[src/rtl/rtc_calendar_bcd_if.sv]
// Bus bundle for the BCD calendar counter: tick/load requests, load fields,
// and the registered date/time outputs with their status pulses.
interface rtc_calendar_bcd_if;
    logic        tick_1hz;
    logic        load;
    logic [15:0] ld_year_bcd;
    logic [7:0]  ld_month_bcd;
    logic [7:0]  ld_day_bcd;
    logic [7:0]  ld_hour_bcd;
    logic [7:0]  ld_minute_bcd;
    logic [7:0]  ld_second_bcd;
    logic [15:0] year_bcd;
    logic [7:0]  month_bcd;
    logic [7:0]  day_bcd;
    logic [7:0]  hour_bcd;
    logic [7:0]  minute_bcd;
    logic [7:0]  second_bcd;
    logic        updated;
    logic        load_err;

    // Upstream side drives requests and watches the calendar.
    modport master (
        output tick_1hz, load,
        output ld_year_bcd, ld_month_bcd, ld_day_bcd,
        output ld_hour_bcd, ld_minute_bcd, ld_second_bcd,
        input  year_bcd, month_bcd, day_bcd, hour_bcd, minute_bcd, second_bcd,
        input  updated, load_err
    );

    // Calendar side consumes requests and presents the current date/time.
    modport slave (
        input  tick_1hz, load,
        input  ld_year_bcd, ld_month_bcd, ld_day_bcd,
        input  ld_hour_bcd, ld_minute_bcd, ld_second_bcd,
        output year_bcd, month_bcd, day_bcd, hour_bcd, minute_bcd, second_bcd,
        output updated, load_err
    );
endinterface

[src/rtl/rtc_calendar_bcd.sv]
// BCD real-time calendar: advances one second per tick with Gregorian month
// lengths and leap years, accepts validated atomic loads. All arithmetic is
// done digit-wise on BCD nibbles; no binary copy of the date is kept.
module rtc_calendar_bcd #(
    parameter logic [15:0] RESET_YEAR = 16'h1970,
    parameter logic [15:0] MIN_YEAR   = 16'h1970
) (
    input logic               clk,
    input logic               rst,
    rtc_calendar_bcd_if.slave bus
);

    logic [15:0] year_q,   year_d;
    logic [7:0]  month_q,  month_d;
    logic [7:0]  day_q,    day_d;
    logic [7:0]  hour_q,   hour_d;
    logic [7:0]  minute_q, minute_d;
    logic [7:0]  second_q, second_d;
    logic        updated_q, updated_d;
    logic        load_err_q, load_err_d;
    logic        loadValid;

    // (10*tens + units) mod 4 == (2*tens + units) mod 4, so only the parity
    // of tens and the two low bits of units matter.
    function automatic logic pairDivBy4(input logic [3:0] tens, input logic [3:0] units);
        return (units[0] == 1'b0) && (units[1] == tens[0]);
    endfunction

    // Century years (xx00) use the thousands/hundreds pair instead.
    function automatic logic isLeap(input logic [15:0] y);
        if (y[7:0] == 8'h00)
            return pairDivBy4(y[15:12], y[11:8]);
        return pairDivBy4(y[7:4], y[3:0]);
    endfunction

    function automatic logic [7:0] monthLength(input logic [7:0] m, input logic leap);
        case (m)
            8'h02:                      return leap ? 8'h29 : 8'h28;
            8'h04, 8'h06, 8'h09, 8'h11: return 8'h30;
            default:                    return 8'h31;
        endcase
    endfunction

    function automatic logic [7:0] incPair(input logic [7:0] x);
        if (x[3:0] == 4'h9)
            return {x[7:4] + 4'h1, 4'h0};
        return {x[7:4], x[3:0] + 4'h1};
    endfunction

    function automatic logic [15:0] incYear(input logic [15:0] y);
        logic [15:0] r;
        logic        carry;
        r     = y;
        carry = 1'b1;
        for (int i = 0; i < 4; i++) begin
            if (carry) begin
                if (r[4*i +: 4] == 4'h9) begin
                    r[4*i +: 4] = 4'h0;
                end else begin
                    r[4*i +: 4] = r[4*i +: 4] + 4'h1;
                    carry       = 1'b0;
                end
            end
        end
        return r;
    endfunction

    function automatic logic nibblesOk8(input logic [7:0] x);
        return (x[7:4] <= 4'h9) && (x[3:0] <= 4'h9);
    endfunction

    function automatic logic nibblesOk16(input logic [15:0] x);
        return nibblesOk8(x[15:8]) && nibblesOk8(x[7:0]);
    endfunction

    // Load validation; once every nibble is a decimal digit, BCD magnitude
    // compares match numeric compares, so plain relational operators work.
    always_comb begin
        loadValid = nibblesOk16(bus.ld_year_bcd)
                 && nibblesOk8(bus.ld_month_bcd) && nibblesOk8(bus.ld_day_bcd)
                 && nibblesOk8(bus.ld_hour_bcd)  && nibblesOk8(bus.ld_minute_bcd)
                 && nibblesOk8(bus.ld_second_bcd)
                 && (bus.ld_month_bcd >= 8'h01) && (bus.ld_month_bcd <= 8'h12)
                 && (bus.ld_day_bcd >= 8'h01)
                 && (bus.ld_day_bcd <= monthLength(bus.ld_month_bcd, isLeap(bus.ld_year_bcd)))
                 && (bus.ld_hour_bcd <= 8'h23)
                 && (bus.ld_minute_bcd <= 8'h59)
                 && (bus.ld_second_bcd <= 8'h59)
                 && (bus.ld_year_bcd >= MIN_YEAR);
    end

    // Next-state: load wins over tick (and swallows it); tick ripples the carry.
    always_comb begin
        year_d     = year_q;
        month_d    = month_q;
        day_d      = day_q;
        hour_d     = hour_q;
        minute_d   = minute_q;
        second_d   = second_q;
        updated_d  = 1'b0;
        load_err_d = 1'b0;
        if (bus.load) begin
            if (loadValid) begin
                year_d    = bus.ld_year_bcd;
                month_d   = bus.ld_month_bcd;
                day_d     = bus.ld_day_bcd;
                hour_d    = bus.ld_hour_bcd;
                minute_d  = bus.ld_minute_bcd;
                second_d  = bus.ld_second_bcd;
                updated_d = 1'b1;
            end else begin
                load_err_d = 1'b1;
            end
        end else if (bus.tick_1hz) begin
            updated_d = 1'b1;
            second_d  = incPair(second_q);
            if (second_q == 8'h59) begin
                second_d = 8'h00;
                minute_d = incPair(minute_q);
                if (minute_q == 8'h59) begin
                    minute_d = 8'h00;
                    hour_d   = incPair(hour_q);
                    if (hour_q == 8'h23) begin
                        hour_d = 8'h00;
                        day_d  = incPair(day_q);
                        if (day_q == monthLength(month_q, isLeap(year_q))) begin
                            day_d   = 8'h01;
                            month_d = incPair(month_q);
                            if (month_q == 8'h12) begin
                                month_d = 8'h01;
                                year_d  = (year_q == 16'h9999) ? MIN_YEAR : incYear(year_q);
                            end
                        end
                    end
                end
            end
        end
    end

    // Field and status registers; async reset to the configured epoch.
    always_ff @(posedge clk or posedge rst) begin
        if (rst) begin
            year_q     <= RESET_YEAR;
            month_q    <= 8'h01;
            day_q      <= 8'h01;
            hour_q     <= 8'h00;
            minute_q   <= 8'h00;
            second_q   <= 8'h00;
            updated_q  <= 1'b0;
            load_err_q <= 1'b0;
        end else begin
            year_q     <= year_d;
            month_q    <= month_d;
            day_q      <= day_d;
            hour_q     <= hour_d;
            minute_q   <= minute_d;
            second_q   <= second_d;
            updated_q  <= updated_d;
            load_err_q <= load_err_d;
        end
    end

    assign bus.year_bcd   = year_q;
    assign bus.month_bcd  = month_q;
    assign bus.day_bcd    = day_q;
    assign bus.hour_bcd   = hour_q;
    assign bus.minute_bcd = minute_q;
    assign bus.second_bcd = second_q;
    assign bus.updated    = updated_q;
    assign bus.load_err   = load_err_q;

endmodule

[src/flat_wrapper.sv]
// flat-port wrapper written by rule: the top's interface ports become plain ports
module rtc_calendar_bcd_flat 
#(
    parameter logic [15:0] RESET_YEAR = 16'h1970,
    parameter logic [15:0] MIN_YEAR   = 16'h1970
)
  (clk, rst, bus_tick_1hz, bus_load, bus_ld_year_bcd, bus_ld_month_bcd, bus_ld_day_bcd, bus_ld_hour_bcd, bus_ld_minute_bcd, bus_ld_second_bcd, bus_year_bcd, bus_month_bcd, bus_day_bcd, bus_hour_bcd, bus_minute_bcd, bus_second_bcd, bus_updated, bus_load_err);
  rtc_calendar_bcd_if bus_i ();
  input logic clk;
  input logic rst;
  input wire logic [$bits(bus_i.tick_1hz)-1:0] bus_tick_1hz;
  input wire logic [$bits(bus_i.load)-1:0] bus_load;
  input wire logic [$bits(bus_i.ld_year_bcd)-1:0] bus_ld_year_bcd;
  input wire logic [$bits(bus_i.ld_month_bcd)-1:0] bus_ld_month_bcd;
  input wire logic [$bits(bus_i.ld_day_bcd)-1:0] bus_ld_day_bcd;
  input wire logic [$bits(bus_i.ld_hour_bcd)-1:0] bus_ld_hour_bcd;
  input wire logic [$bits(bus_i.ld_minute_bcd)-1:0] bus_ld_minute_bcd;
  input wire logic [$bits(bus_i.ld_second_bcd)-1:0] bus_ld_second_bcd;
  output wire logic [$bits(bus_i.year_bcd)-1:0] bus_year_bcd;
  output wire logic [$bits(bus_i.month_bcd)-1:0] bus_month_bcd;
  output wire logic [$bits(bus_i.day_bcd)-1:0] bus_day_bcd;
  output wire logic [$bits(bus_i.hour_bcd)-1:0] bus_hour_bcd;
  output wire logic [$bits(bus_i.minute_bcd)-1:0] bus_minute_bcd;
  output wire logic [$bits(bus_i.second_bcd)-1:0] bus_second_bcd;
  output wire logic [$bits(bus_i.updated)-1:0] bus_updated;
  output wire logic [$bits(bus_i.load_err)-1:0] bus_load_err;
  assign bus_i.tick_1hz = bus_tick_1hz;
  assign bus_i.load = bus_load;
  assign bus_i.ld_year_bcd = bus_ld_year_bcd;
  assign bus_i.ld_month_bcd = bus_ld_month_bcd;
  assign bus_i.ld_day_bcd = bus_ld_day_bcd;
  assign bus_i.ld_hour_bcd = bus_ld_hour_bcd;
  assign bus_i.ld_minute_bcd = bus_ld_minute_bcd;
  assign bus_i.ld_second_bcd = bus_ld_second_bcd;
  assign bus_year_bcd = bus_i.year_bcd;
  assign bus_month_bcd = bus_i.month_bcd;
  assign bus_day_bcd = bus_i.day_bcd;
  assign bus_hour_bcd = bus_i.hour_bcd;
  assign bus_minute_bcd = bus_i.minute_bcd;
  assign bus_second_bcd = bus_i.second_bcd;
  assign bus_updated = bus_i.updated;
  assign bus_load_err = bus_i.load_err;
  rtc_calendar_bcd #(.RESET_YEAR(RESET_YEAR), .MIN_YEAR(MIN_YEAR)) u_core (.clk(clk), .rst(rst), .bus(bus_i));
endmodule
[config.mk]
export PLATFORM = sky130hd
export DESIGN_NAME = rtc_calendar_bcd_flat
export DESIGN_NICKNAME = d
export VERILOG_FILES = /design/src/rtl/rtc_calendar_bcd_if.sv /design/src/rtl/rtc_calendar_bcd.sv /design/src/flat_wrapper.sv
export SDC_FILE = /design/constraint.sdc
export NUM_CORES = 1
export LEC_CHECK = 0
export CORE_MARGIN = 4
export CORE_UTILIZATION = 44
export DETAILED_ROUTE_END_ITERATION = 7
export HOLD_SLACK_MARGIN = 0.1
export PLACE_DENSITY = 0.84
export SLEW_MARGIN = 30
export SYNTH_ARGS = -nofsm -noshare
export SYNTH_HDL_FRONTEND = slang
export SYNTH_SLANG_ARGS = --single-unit
[constraint.sdc]
create_clock -name clk -period 2.7 [get_ports clk]
set_input_delay 0.54 -clock clk [delete_from_list [all_inputs] [get_ports clk]]
set_output_delay 0.54 -clock clk [all_outputs]
set_load 0.005 [all_outputs]
# --- After elaboration in Yosys (flattened, before gate mapping) ---
# Index checks and enable logic that the tools add are counted.
word_totals:
  input_bits: 60
  wordCells: 280
  out_inout_bits: 58
  regBits: 58
classes:
  muxes: 137
  n_lt_le_gt_ge: 22
  n_eq_ne: 30
  n_bitwise: 4
  add_sub_neg: 14
  n_reduce_logical: 57
op_table:
  columns: ["cell", "count"]
  rows:
  - ["$mux 8", 45]
  - ["$mux 16", 9]
  - ["$mux 1", 74]
  - ["$add 4x1->4 const B", 14]
  - ["$le 4x4->1 const B", 14]
  - ["$eq 4x4->1 const B", 9]
  - ["$eq 8x3->1 const B", 4]
  - ["$pmux 8 s2", 2]
  - ["$mux 4", 7]
  - ["$logic_and 1x1->1", 25]
  - ["$eq 8x5->1 const B", 3]
  - ["$reduce_and 8->1", 3]
  - ["$reduce_bool 3->1", 8]
  - ["$eq 16x16->1 const B", 1]
  - ["$eq 8x2->1 const B", 2]
  - ["$eq 8x4->1 const B", 2]
  - ["$eq 8x7->1 const B", 2]
  - ["$ge 16x13->1 const B", 1]
  - ["$ge 8x1->1 const B", 2]
  - ["$le 8x7->1 const B", 2]
  - ["$logic_not 8->1", 2]
  - ["$reduce_and 7->1", 2]
  - ["$reduce_and 6->1", 2]
  - ["$reduce_bool 2->1", 6]
  - ["13 further kinds", 23]

# --- Logic depth before layout (Yosys ltp) ---
# Gate-level depths: netlist of the first run.
depth:
  depth_word: 52
  mapped_depth: 13

# --- Worst setup path before layout of the first run ---
# OpenSTA, ideal clock, no wires.
synth_timing:
  path_type: "input to register"
  start: "input port bus_ld_month_bcd[4]"
  end: "register u_core.year_q[3], in the netlist u_core.bus.year_bcd[3]"
  stages: 13
  required_ns: 2.568
  n_path_buf: 1
  arrival_ns: 3.049
  path_slack_ns: -0.481
  setup_ns: 0.132
  path_cell_list: "or4_1 > nor2_1 > nand2_1 > a21oi_1 > a21oi_1 > ha_1 > a32o_1 > a21o_1 > a41o_1 > o2111ai_1 > buf_2 > mux2i_1 > o21ai_1"
synth_between:
  elab_chain_cells: 17
  word_cells_on_any_way: 27
synth_lines:
  columns: ["item", "line_no", "text"]
  rows:
  - ["from (decl)", "flat_wrapper.sv:14", "input wire logic [$bits(bus_i.ld_month_bcd)-1:0] bus_ld_month_bcd;"]
  - ["branches (longest 10 deep; another with $le 8x8->1)", null, null]
  - ["$logic_and 1x1->1 (*)", "rtc_calendar_bcd.sv:85", "&& (bus.ld_day_bcd <= monthLength(bus.ld_month_bcd, isLeap(bus.ld_year_bcd)))"]
  - ["$logic_and 1x1->1 (*)", "rtc_calendar_bcd.sv:86", "&& (bus.ld_hour_bcd <= 8'h23)"]
  - ["$logic_and 1x1->1 (*)", "rtc_calendar_bcd.sv:87", "&& (bus.ld_minute_bcd <= 8'h59)"]
  - ["$logic_and 1x1->1 (*)", "rtc_calendar_bcd.sv:88", "&& (bus.ld_second_bcd <= 8'h59)"]
  - ["$logic_and 1x1->1 (*)", "rtc_calendar_bcd.sv:89", "&& (bus.ld_year_bcd >= MIN_YEAR);"]
  - ["$ne 2x1->1 (no source line) (*)", null, null]
  - ["$reduce_and 7->1 (no source line) (*)", null, null]
  - ["to (signal assigned)", "rtc_calendar_bcd.sv:152", "year_q <= year_d;"]
  - ["to (decl)", "rtc_calendar_bcd.sv:13", "logic [15:0] year_q, year_d;"]
# Mark *: on every way between the ends.
# A chain may end at the register's enable or synchronous reset.

# --- Worst setup path in the final report of the first run ---
layout_timing:
  start: "input port bus_ld_month_bcd[0]"
  end: "register u_core.hour_q[2], in the netlist u_core.bus.hour_bcd[2]"
layout_between:
  elab_chain_cells: 17
  word_cells_on_any_way: 27
layout_lines:
  columns: ["item", "line_no", "text"]
  rows:
  - ["branches (longest 10 deep; another with $le 8x8->1)", null, null]
  - ["$logic_and 1x1->1 (*)", "rtc_calendar_bcd.sv:85", null]
  - ["$logic_and 1x1->1 (*)", "rtc_calendar_bcd.sv:86", null]
  - ["$logic_and 1x1->1 (*)", "rtc_calendar_bcd.sv:87", null]
  - ["$logic_and 1x1->1 (*)", "rtc_calendar_bcd.sv:88", null]
  - ["$logic_and 1x1->1 (*)", "rtc_calendar_bcd.sv:89", null]
  - ["$ne 2x1->1 (no source line) (*)", null, null]
  - ["$reduce_and 4->1 (no source line) (*)", null, null]
  - ["to (signal assigned)", "rtc_calendar_bcd.sv:155", "hour_q <= hour_d;"]
  - ["to (decl)", "rtc_calendar_bcd.sv:16", "logic [7:0] hour_q, hour_d;"]
# Marked as above.

==> flow_summary_export.csv, run 1 <==
group,metric,value,unit
floorplan,io_pins,118,
grt,grt_start_max_net_pins,33,
synth,yosysSeqAreaShare,34.0,%
timing,max_freq,0.332,GHz
cells_and_area,ff_latch_area,1460,sq um
pwr,swShare,33.1,%
setup_path,critPathCaptureType,"register",
setup_path,startpoint,"bus_ld_month_bcd[0]",
setup_path,crit_fanout,3,
cells_and_area,drive_gt1_share,29.7,%
setup_path,crit_top_cell,"buf_4",
pwr,p_comb_share,33.3,%
timing,worst_slack,-0.314,ns
run_status,violations,"negative setup slack",
detailed_routing,vias,5498,
floorplan,core_area,9370,sq um
grt,overflow,0,
placement,pre_cts_ws,-1.14,ns
clock_tree,htreeDepth,3,
pwr,seqPwrFrac,38.4,%
setup_path,cpMaxStageDelayCell,"or4_4",
setup_path,ff2ff_setup_slack,-0.19,ns
synth,synth.top_cell.area_share,29.1,%
grt,grtUsageTotal,27.9,%
placement,gp_congestion,0.941,
grt,grt_pass1_wl,25900,microns
placement,port-buffer-count,117,
synth,netlist_instances,524,
floorplan,rows,35,
clock_tree,cts_tree,"done",
pwr,clockPowerShare,28.3,%
synth,synth_cell_type_count,65,
detailed_routing,wl_met3,1640,microns
synth,ys_ff_latch,58,
detailed_routing,ant_nets,0,
timing,rsz0062_at_grt,"yes",
synth,syn_area_per_cell,8.20,sq um
setup_path,timing.critical_path.slowest_cell_delay,0.55,ns
run_status,status,"complete, but fails checks",
clock_tree,cts_hold_buf,0,
timing,slew_headroom,63.4,%
cells_and_area,fillCellCount,628,
setup_path,cp_num_buf_inv,5,
setup_path,crit_required,2.97,ns
setup_path,start_kind,"input pin",
setup_path,r2r-start,"u_core.bus.year_bcd[0]",
detailed_routing,drc,0,
timing,drv_slew,0,
timing,final_hold_viol_count,0,
detailed_routing,m1WireLength,6550,microns
clock_tree,clock_path_buffers,2,
synth,ys_async_sr_fraction,100,%
grt,grt_pass1_vias,5349,
clock_tree,cts_buffers,9,
cells_and_area,area_growth,67.3,%
floorplan,die_y,107,microns
cells_and_area,layout.nets,853,
detailed_routing,dr_wl_met2,8070,microns
job,drv_cap,0,
clock_tree,clkLatencyLatePin,0.34,ns
pwr,ir_drop,0.470,mV
pwr,p_int,2.01,mW
cells_and_area,multi_input_area,3030,sq um
synth,syn_area,4300,sq um
clock_tree,cts_root_buf,"clkbuf_8",
synth,syn-num-nets,612,
timing,worst_slew_pin_slew,0.546,ns
synth,yosysWarnings,0,
floorplan,initial_core_util,45.8,%
grt,antenna_found_initial,0,
placement,place.detailed.hpwl,11800,microns
timing,setup_viol_count_final,51,
synth,synth_edf_count,0,
pwr,p_leak,3.18,nW
pwr,p_sw,0.993,mW
detailed_routing,initialDrtViolationCount,439,
detailed_routing,top_layer,"met4",
synth,synthFlopType,"dfrtp_1",
setup_path,critical_path_class,"input pin to register",
setup_path,crit_arrival,3.28,ns
synth,yosysTopAreaCell,"dfrtp_1",
cells_and_area,insertedDiodeCount,0,
synth,synthTopCellsByArea,"dfrtp_1 29%, ha_1 8.2%, o21ai_0 6.6%, a21oi_1 5.6%, dfstp_2 4.9%",
floorplan,die_w,107,microns
detailed_routing,wl,16900,microns
clock_tree,clock-sinks,58,
setup_path,crit_chain,"buf_6 > or4_4 > nor2_4 > nand2_2 > a21oi_2 > a21oi_2 > ha_1 > a32o_1 > a21o_1 > buf_4 > a41o_1 > buf_4 > buf_4 > buf_4 > o21ai_2 > nand2_1 > o21ai_1",
timing,finClkSkew,0.0141,ns
timing,finalCritPeriodShare,112,%
pwr,total_power,3.00,mW
floorplan,die_area,11400,sq um
detailed_routing,wl_per_cell,18.8,microns
detailed_routing,drt-pass1-iter-count,8,
worst_hold_path,hold_path.class,"input pin to asynchronous set/reset pin",
pwr,p_per_area,418,nW/um^2
detailed_routing,via_per_inst,6.12,
setup_path,crit_family,"compound AO/OA/AOI/OAI gates",
clock_tree,clk_pin_slew_worst_paths,0.08,ns
timing,min_period,3.01,ns
## sequential cells by signal, summed over array words and instances (netlist names)
name and flops:
u_core.bus.day_bcd 8, u_core.bus.hour_bcd 8, u_core.bus.load_err 1, u_core.bus.minute_bcd 8, u_core.bus.month_bcd 8, u_core.bus.second_bcd 8
u_core.bus.updated 1, u_core.bus.year_bcd 16
## cell type report
| type | instances | area share (%) |
|---|---|---|
| Sequential cell | 58 | 20.3 |
| Timing Repair Buffer | 246 | 30.6 |
| Tap cell | 129 | 2.25 |
| Inverter | 36 | 1.88 |
| Clock inverter | 4 | 0.696 |
| Clock buffer | 12 | 2.16 |
| Multi-Input combinational cell | 414 | 42.1 |
## layer usage
metal  track usage (%)  vias to the layer above
li1                  -                     2437
met1              35.5                     2597
met2              46.1                      385
met3              6.08                       79
met4              11.1                        0
met5                 0                        -
## power by group through the flow
| stage | sequential [mW] | combinational (mW) | clock, mW |
|---|---|---|---|
| 6_report | 1.15 | 1.00 | 0.849 |
| 5_1_grt | 1.17 | 1.09 | 0.898 |
| 4_1_cts | 1.14 | 0.940 | 0.851 |
| 3_5_place_dp | 1.16 | 0.924 | 0 |
| 3_3_place_gp | 1.15 | 0.878 | 0 |
| 2_1_floorplan | 1.13 | 0.369 | 0 |
## worst paths after layout
path	end	cells after the start
min in group clk	u_core.bus.day_bcd[0]	2
setup / recovery	u_core.bus.hour_bcd[2]	17
hold / removal	u_core.bus.second_bcd[3]	2
max in group asynchronous	u_core.bus.year_bcd[12]	3
hold reg to reg	u_core.bus.day_bcd[0]	2
setup reg to reg	u_core.bus.year_bcd[0]	12
## placed cells by master, fill, tap and decap left out, types with 5 or more instances in the layout
cell type	count
buf_4	113
clkdlybuf4s50_1	96
dfrtp_1	50
nor2_1	40
a21oi_1	40
nand2_1	39
inv_1	35
o21ai_0	28
ha_1	28
o21ai_1	23
nor3_1	18
buf_6	18
nand3_1	16
clkbuf_8	11
a31oi_1	10
o21ai_2	9
dlygate4sd2_1	8
dfstp_2	8
nor2b_1	7
a21oi_2	7
nor4_1	6
nor3b_1	6
a32oi_1	6
mux2i_1	6
nand4_1	5
o22ai_1	5
clkdlybuf4s15_1	5
## worst register-to-register path, stage by stage, from the launching register on
cell and delay, ns:
dfrtp_1 0.35, inv_1 0.06, ha_1 0.18, nor4b_2 0.16
buf_4 0.13, a211oi_1 0.46, o31ai_2 0.18, a221oi_4 0.28
buf_4 0.20, o2111ai_4 0.24, buf_6 0.23, a221oi_2 0.21
a21oi_1 0.08
## repair_timing
item / CTS / global route
gates resized for setup: 70 / 60
buffers inserted: 13 / 8
gates cloned: 1 / 0
pin swaps: 19 / 27
setup endpoints to repair: 57 / 57
## stage by stage
step	cell area (sq um)	instances	util, %	TNS, ns	hold WS [ns]
2_1_floorplan	4390	524	-	-9.34	0.474
3_3_place_gp	6460	862	69.0	-45.08	0.493
3_5_place_dp	6460	862	69.0	-51.32	0.514
4_1_cts	6900	891	73.6	-7.44	0.474
5_1_grt	7190	899	76.7	-12.33	0.492
6_report	7190	899	76.7	-9.60	0.469
## synthesized netlist by cell type, types with 5 or more instances
cell and count:
o2bb2ai_1 6, a31oi_1 11, nand2_1 44, a32oi_1 6, mux2i_1 7, o22ai_1 5, a211oi_1 6, nand3_1 16
nor2_1 44, nand4_1 5, nor3_1 21, o21ai_0 57, dfstp_2 8, a21oi_1 48, nor4_1 9, nor3b_1 6
dfrtp_1 50, ha_1 28, clkbuf_1 11, inv_1 36, nor2b_1 7
## cell families (layout without fill, tap and decap cells)
kind of cell / Yosys count / in the layout / share of synthesized area, %
flops: 58 / 58 / 34.0
fa+ha+maj: 28 / 28 / 8.15
mux: 11 / 11 / 2.68
compound gates: 187 / 187 / 27.8
simple gates: 183 / 183 / 21.7
xor+xnor: 5 / 5 / 1.02
buf+inv: 52 / 298 / 4.63
(Power assumes the default switching activity.)
==> run 2, diff against run 1 <==
==> constraint.sdc (replaced) <==
create_clock -name clk -period 2.5 [get_ports clk]
set_input_delay 0.5 -clock clk [delete_from_list [all_inputs] [get_ports clk]]
set_output_delay 0.5 -clock clk [all_outputs]
set_load 0.005 [all_outputs]
==> run 2 against run 1 <==
Net effect:
- the run still ends with negative setup slack left
- clock power is 3.1% lower
- worst hold slack better by 0.025 ns
- critical path type is now register to register
- largest power group unchanged
- utilization is 1.6 points lower
- die area stayed put
- global-route usage is 0.35 points higher
- critical endpoint is now u_core.bus.year_bcd[6]
- flip-flop and latch count stayed put
- first-iteration DRC count is 45% higher
- setup slack worse by 0.17 ns
- via count is 0.60% lower
- clock-buffer cell count is 1 higher
- clock skew is 0.0030 ns lower
- combinational power is 7% higher
==> flow_summary_export.csv, run 2 (same netlist as run 1, synthesis figures left out) <==
group,metric,value,unit
setup_path,crit_chain,"inv_1 > ha_1 > nor4b_4 > a211oi_2 > or3_1 > a221oi_4 > o2111ai_4 > buf_6 > nor3_1 > a2bb2oi_1",
clock_tree,clock-sinks,58,
timing,final_hold_viol_count,0,
job,drv_cap,0,
clock_tree,clock_path_buffers,2,
timing,tns,-19.01,ns
setup_path,crit_required,2.79,ns
clock_tree,clk_pin_slew_worst_paths,0.08,ns
grt,grt_pass1_wl,25700,microns
cells_and_area,drive_gt1_share,27.6,%
grt,grt_start_max_net_pins,72,
pwr,p_leak,3.10,nW
grt,antenna_found_initial,0,
timing,worst_slew_pin_slew,0.522,ns
grt,grtUsageTotal,28.2,%
detailed_routing,vias,5465,
setup_path,critical_path_class,"register to register",
clock_tree,cts_hold_buf,0,
floorplan,core_area,9370,sq um
timing,finalCritPeriodShare,119,%
cells_and_area,insertedDiodeCount,0,
setup_path,crit_arrival,3.27,ns
placement,port-buffer-count,117,
setup_path,crit_fanout,7,
pwr,p_per_area,446,nW/um^2
timing,drv_slew,0,
detailed_routing,wl_per_cell,19.9,microns
grt,grt_pass1_vias,5341,
floorplan,die_area,11400,sq um
cells_and_area,largest_register_ffs,16,
clock_tree,cts_buffers,9,
setup_path,critPathCaptureType,"register",
detailed_routing,drc,0,
detailed_routing,ant_nets,0,
detailed_routing,initialDrtViolationCount,637,
pwr,p_sw,1.08,mW
floorplan,die_w,107,microns
detailed_routing,drt-pass1-iter-count,6,
cells_and_area,final_common_cell,"buf_4",
placement,placed_cells,863,
floorplan,die_y,107,microns
run_status,status,"complete, but fails checks",
grt,overflow,0,
pwr,swShare,34.5,%
timing,setup_viol_count_final,56,
run_status,violations,"negative setup slack",
cells_and_area,stdcell_count,890,
clock_tree,cts_root_buf,"clkbuf_8",
clock_tree,cts_tree,"done",
timing,max_freq,0.335,GHz
floorplan,io_pins,118,
setup_path,timing.critical_path.slowest_cell_delay,0.51,ns
cells_and_area,area_growth,63.8,%
floorplan,initial_core_util,45.8,%
cells_and_area,layout.nets,844,
timing,slew_headroom,64.9,%
timing,rsz0062_at_grt,"yes",
setup_path,cpMaxStageDelayCell,"or3_1",
setup_path,cp_num_buf_inv,2,
cells_and_area,utilization,75.1,%
pwr,ir_drop,0.524,mV
pwr,p_comb_share,34.0,%
timing,whs,0.494,ns
pwr,seqPwrFrac,39.8,%
setup_path,start_kind,"register",
cells_and_area,final_cell_mix,"106 x buf_4, 98 x clkdlybuf4s50_1, 50 x dfrtp_1",
detailed_routing,via_per_inst,6.14,
worst_hold_path,hold_path.class,"input pin to asynchronous set/reset pin",
clock_tree,clkLatencyLatePin,0.36,ns
timing,worst_slack,-0.487,ns
pwr,p_int,2.06,mW
setup_path,crit_family,"compound AO/OA/AOI/OAI gates",
placement,gp_congestion,0.954,
timing,min_period,2.99,ns
pwr,clockPowerShare,26.2,%
clock_tree,htreeDepth,3,
placement,place.detailed.hpwl,12100,microns
timing,finClkSkew,0.0111,ns
detailed_routing,wl,17700,microns
floorplan,rows,35,
==> run 2: cell types whose count changed in the layout (fill, tap and decap cells not counted), moves of 3 or more <==
| cell | delta |
|---|---|
| a21oi_2 | -4 |
| o21ai_2 | -3 |
| buf_6 | -5 |
| o2bb2ai_1 | +3 |
| buf_4 | -7 |
| o2bb2ai_2 | -3 |
| dlymetal6s2s_1 | -3 |
| a21oi_1 | +3 |
| o21ai_1 | +3 |
==> run 2: layout make-up <==
class                           instances  area (sq um)
Inverter                               36           135
Sequential cell                        58          1460
Clock buffer                           13           159
Fill cell                             654          2330
Clock inverter                          3          15.0
Tap cell                              129           161
Multi-Input combinational cell        414          2980
Timing Repair Buffer                  237          2130
==> run 2: stage by stage <==
step / power [mW] / setup slack, ns / area [sq um]
floorplan: 1.62 / -0.489 / 4400
global placement: 2.20 / -1.05 / 6500
detailed placement: 2.24 / -1.18 / 6500
CTS: 3.07 / -0.419 / 6870
global route: 3.28 / -0.590 / 7040
finish: 3.14 / -0.487 / 7040
==> run 2: power groups by stage <==
stage          registers [mW]  clock network (mW)  logic (mW)
2_1_floorplan            1.22                   0       0.399
3_3_place_gp             1.24                   0       0.959
3_5_place_dp             1.24                   0       0.999
4_1_cts                  1.23               0.812        1.02
5_1_grt                  1.27               0.852        1.16
6_report                 1.25               0.823        1.07
==> run 2: worst paths after layout <==
kind,from,slack (ns),cells past startpoint,end
setup / recovery,u_core.bus.year_bcd[1],-0.49,10,u_core.bus.year_bcd[6]
hold / removal,rst,0.49,2,u_core.bus.hour_bcd[0]
setup reg to reg,u_core.bus.year_bcd[1],-0.49,10,u_core.bus.year_bcd[6]
hold reg to reg,u_core.bus.year_bcd[8],0.53,2,u_core.bus.year_bcd[8]
max in group asynchronous,rst,1.32,3,u_core.bus.year_bcd[11]
min in group clk,u_core.bus.year_bcd[8],0.53,2,u_core.bus.year_bcd[8]
==> run 2: what timing repair did <==
item                       4_1_cts  5_1_grt
cloned                           0        0
gates resized for setup         78       33
buffers inserted                 5        8
setup endpoints to repair       58       57
pin swaps                       26       16
==> run 2: per-layer routing <==
metal	vias to the layer above	global-route usage [%]	share of wire (%)
met3	95	7.16	11
met5	-	0	0
li1	2420	-	-
met1	2556	33.7	37
met2	394	48.2	48
met4	0	11.9	5.0
==> run 3, diff against run 2 <==
--- a/config.mk
+++ b/config.mk
@@ -5,11 +5,12 @@
 export SDC_FILE = /design/constraint.sdc
 export NUM_CORES = 1
 export LEC_CHECK = 0
+export CORE_ASPECT_RATIO = 0.5
 export CORE_MARGIN = 4
-export CORE_UTILIZATION = 44
+export CORE_UTILIZATION = 49
 export DETAILED_ROUTE_END_ITERATION = 7
 export HOLD_SLACK_MARGIN = 0.1
-export PLACE_DENSITY = 0.84
+export PLACE_DENSITY = 0.88
 export SLEW_MARGIN = 30
 export SYNTH_ARGS = -nofsm -noshare
 export SYNTH_HDL_FRONTEND = slang
==> constraint.sdc (replaced) <==
create_clock -name clk -period 3.05 [get_ports clk]
set_input_delay 0.61 -clock clk [delete_from_list [all_inputs] [get_ports clk]]
set_output_delay 0.61 -clock clk [all_outputs]
set_load 0.005 [all_outputs]
==> run 3 against run 2 <==
Net effect:
- the run still ends with negative setup slack left
- die area fell by 8.7%
- critical path type is now input pin to register
- utilization up 5.7 points
- cell area down 5.1%
- routed wire length down 7.4%
- total power fell by 1.7%
- worst hold slack better by 0.058 ns
- largest cell class unchanged
- flip-flop and latch count unchanged
- combinational power fell by 27%
- setup slack gained 0.41 ns
- non-clock buffer count shrank 49
==> flow_summary_export.csv, run 3 (same netlist as run 1, synthesis figures left out) <==
group,metric,value,unit
timing,slew_headroom,48.4,%
run_status,violations,"negative setup slack",
clock_tree,cts_root_buf,"clkbuf_16",
setup_path,crit_required,3.25,ns
cells_and_area,postLayoutCellArea,6680,sq um
setup_path,crit_chain,"buf_6 > or4_4 > nor2_4 > nand2_2 > a21oi_2 > a21oi_2 > ha_1 > a32o_1 > a21o_1 > a41o_4 > o2111ai_4 > buf_6 > mux2i_1 > o21ai_1",
grt,antenna_found_initial,0,
worst_hold_path,hold_path.class,"register to register",
timing,finClkSkew,0.00503,ns
timing,drv_slew,0,
detailed_routing,vias,5347,
cells_and_area,layout.nets,796,
grt,grt_start_max_net_pins,71,
detailed_routing,drt-pass1-iter-count,6,
clock_tree,cts_buffers,9,
clock_tree,clkLatencyLatePin,0.34,ns
grt,grt_pass1_wl,25200,microns
grt,overflow,0,
grt,grt_util_met1,38.1,%
setup_path,crit_arrival,3.33,ns
floorplan,core_area,8260,sq um
timing,worst_slack,-0.0740,ns
placement,pre_cts_ws,-0.721,ns
floorplan,initial_core_util,52.0,%
pwr,p_per_area,462,nW/um^2
cells_and_area,fillCellCount,469,
placement,placed_area,6070,sq um
timing,setup_viol_count_final,1,
timing,max_freq,0.320,GHz
pwr,swShare,28.5,%
clock_tree,htreeDepth,3,
grt,grtUsageMet3,8.48,%
setup_path,critPathCaptureType,"register",
detailed_routing,drc,0,
timing,min_period,3.12,ns
timing,worst_slew_pin_slew,0.767,ns
cells_and_area,final_cell_mix,"98 x clkdlybuf4s50_1, 58 x buf_4, 51 x o21ai_0",
grt,grt_pass1_vias,4999,
timing,tns,-0.0740,ns
placement,port-buffer-count,117,
clock_tree,clk_pin_slew_worst_paths,0.05,ns
clock_tree,cts_tree,"done",
timing,finalCritPeriodShare,102,%
floorplan,io_pins,118,
floorplan,rows,23,
setup_path,start_kind,"input pin",
pwr,p_int,2.20,mW
cells_and_area,area_growth,55.4,%
setup_path,timing.critical_path.slowest_cell_delay,0.55,ns
grt,met2_usage,50.1,%
timing,final_hold_viol_count,0,
setup_path,cpMaxStageDelayCell,"or4_4",
placement,place.detailed.hpwl,10700,microns
grt,top_usage_layer,"met2",
cells_and_area,drive_gt1_share,19.6,%
run_status,status,"complete, but fails checks",
timing,rsz0062_at_grt,"yes",
clock_tree,clock-sinks,58,
floorplan,die_w,140,microns
cells_and_area,multi_input_area,2830,sq um
cells_and_area,ff_latch_area,1460,sq um
clock_tree,cts_hold_buf,0,
cells_and_area,final_common_cell,"clkdlybuf4s50_1",
pwr,p_leak,2.91,nW
job,drv_cap,0,
setup_path,critical_path_class,"input pin to register",
pwr,p_comb_share,25.4,%
placement,gp_congestion,0.881,
timing,whs,0.552,ns
setup_path,crit_fanout,6,
pwr,clockPowerShare,41.6,%
detailed_routing,via_per_inst,6.48,
cells_and_area,largest_register_ffs,16,
floorplan,die_area,10400,sq um
pwr,p_sw,0.880,mW
pwr,ir_drop,0.363,mV
floorplan,die_y,74.2,microns
detailed_routing,wl_per_cell,19.9,microns
pwr,seqPwrFrac,33.1,%
clock_tree,clock_path_buffers,2,
detailed_routing,wl,16400,microns
detailed_routing,ant_nets,0,
cells_and_area,insertedDiodeCount,0,
detailed_routing,initialDrtViolationCount,842,
grt,grtUsageTotal,30.4,%
[run 3: cell types whose count changed in the layout (fill, tap and decap cells not counted), moves of 3 or more]
cell	previous run	this run
a221oi_2	3	0
buf_4	106	58
bufinv_16	0	4
clkbuf_16	0	9
clkbuf_8	11	1
nand2_1	38	41
nor2_1	38	42
nor2_2	4	1
o21ai_0	28	51
o21ai_1	26	8
o21ai_2	6	2
[run 3: metal layers]
metal,vias to the layer above,share of wire (%)
li1,2339,-
met1,2521,38
met2,388,46
met3,99,11
met4,0,4.6
met5,-,0
[run 3: critical path: cells and delay by family]
kind / cells / cell delay (ns)
mux: 1 / 0.20
simple gates: 3 / 0.73
fa+ha+maj: 1 / 0.28
buf+inv: 2 / 0.25
compound gates: 7 / 1.24
[run 3: path summary, 6_finish.rpt]
check	startpoint	to	slack, ns	cells past startpoint
hold / removal	u_core.bus.year_bcd[12]	u_core.bus.year_bcd[12]	0.55	2
setup / recovery	bus_ld_month_bcd[0]	u_core.bus.year_bcd[3]	-0.07	14
setup reg to reg	u_core.bus.year_bcd[0]	u_core.bus.year_bcd[3]	0.06	11
hold reg to reg	u_core.bus.year_bcd[12]	u_core.bus.year_bcd[12]	0.55	2
max in group asynchronous	rst	u_core.bus.month_bcd[3]	1.71	3
min in group asynchronous	rst	u_core.bus.year_bcd[13]	0.83	3
[run 3: timing repair]
action,4_1_cts,5_1_grt
endpoints found under the setup margin,56,52
gates resized for setup,38,41
cloned,1,0
pin swaps,14,19
buffers inserted,4,5
[run 3: cell type report]
type                    count  area share [%]
multi-input cells         415            42.4
repair buffers            188            26.1
flip-flops and latches     58            21.9
clock buffers              11            3.64
well taps                 112            2.10
inverters                  36            2.02
clock inverters             5            1.87
[run 3: stage by stage]
step	power [mW]	std cells	utilization (%)
3_3_place_gp	1.74	799	73.5
4_1_cts	3.06	820	78.7
3_5_place_dp	1.77	799	73.5
6_report	3.08	825	80.9
5_1_grt	3.22	825	80.9
2_1_floorplan	1.32	524	-
[run 3: power groups by stage]
| stage | clock network (mW) | registers, mW | logic (mW) |
|---|---|---|---|
| 2_1_floorplan | 0 | 1.00 | 0.318 |
| 3_3_place_gp | 0 | 1.02 | 0.725 |
| 3_5_place_dp | 0 | 1.02 | 0.750 |
| 4_1_cts | 1.28 | 1.01 | 0.760 |
| 5_1_grt | 1.32 | 1.04 | 0.867 |
| 6_report | 1.28 | 1.02 | 0.783 |
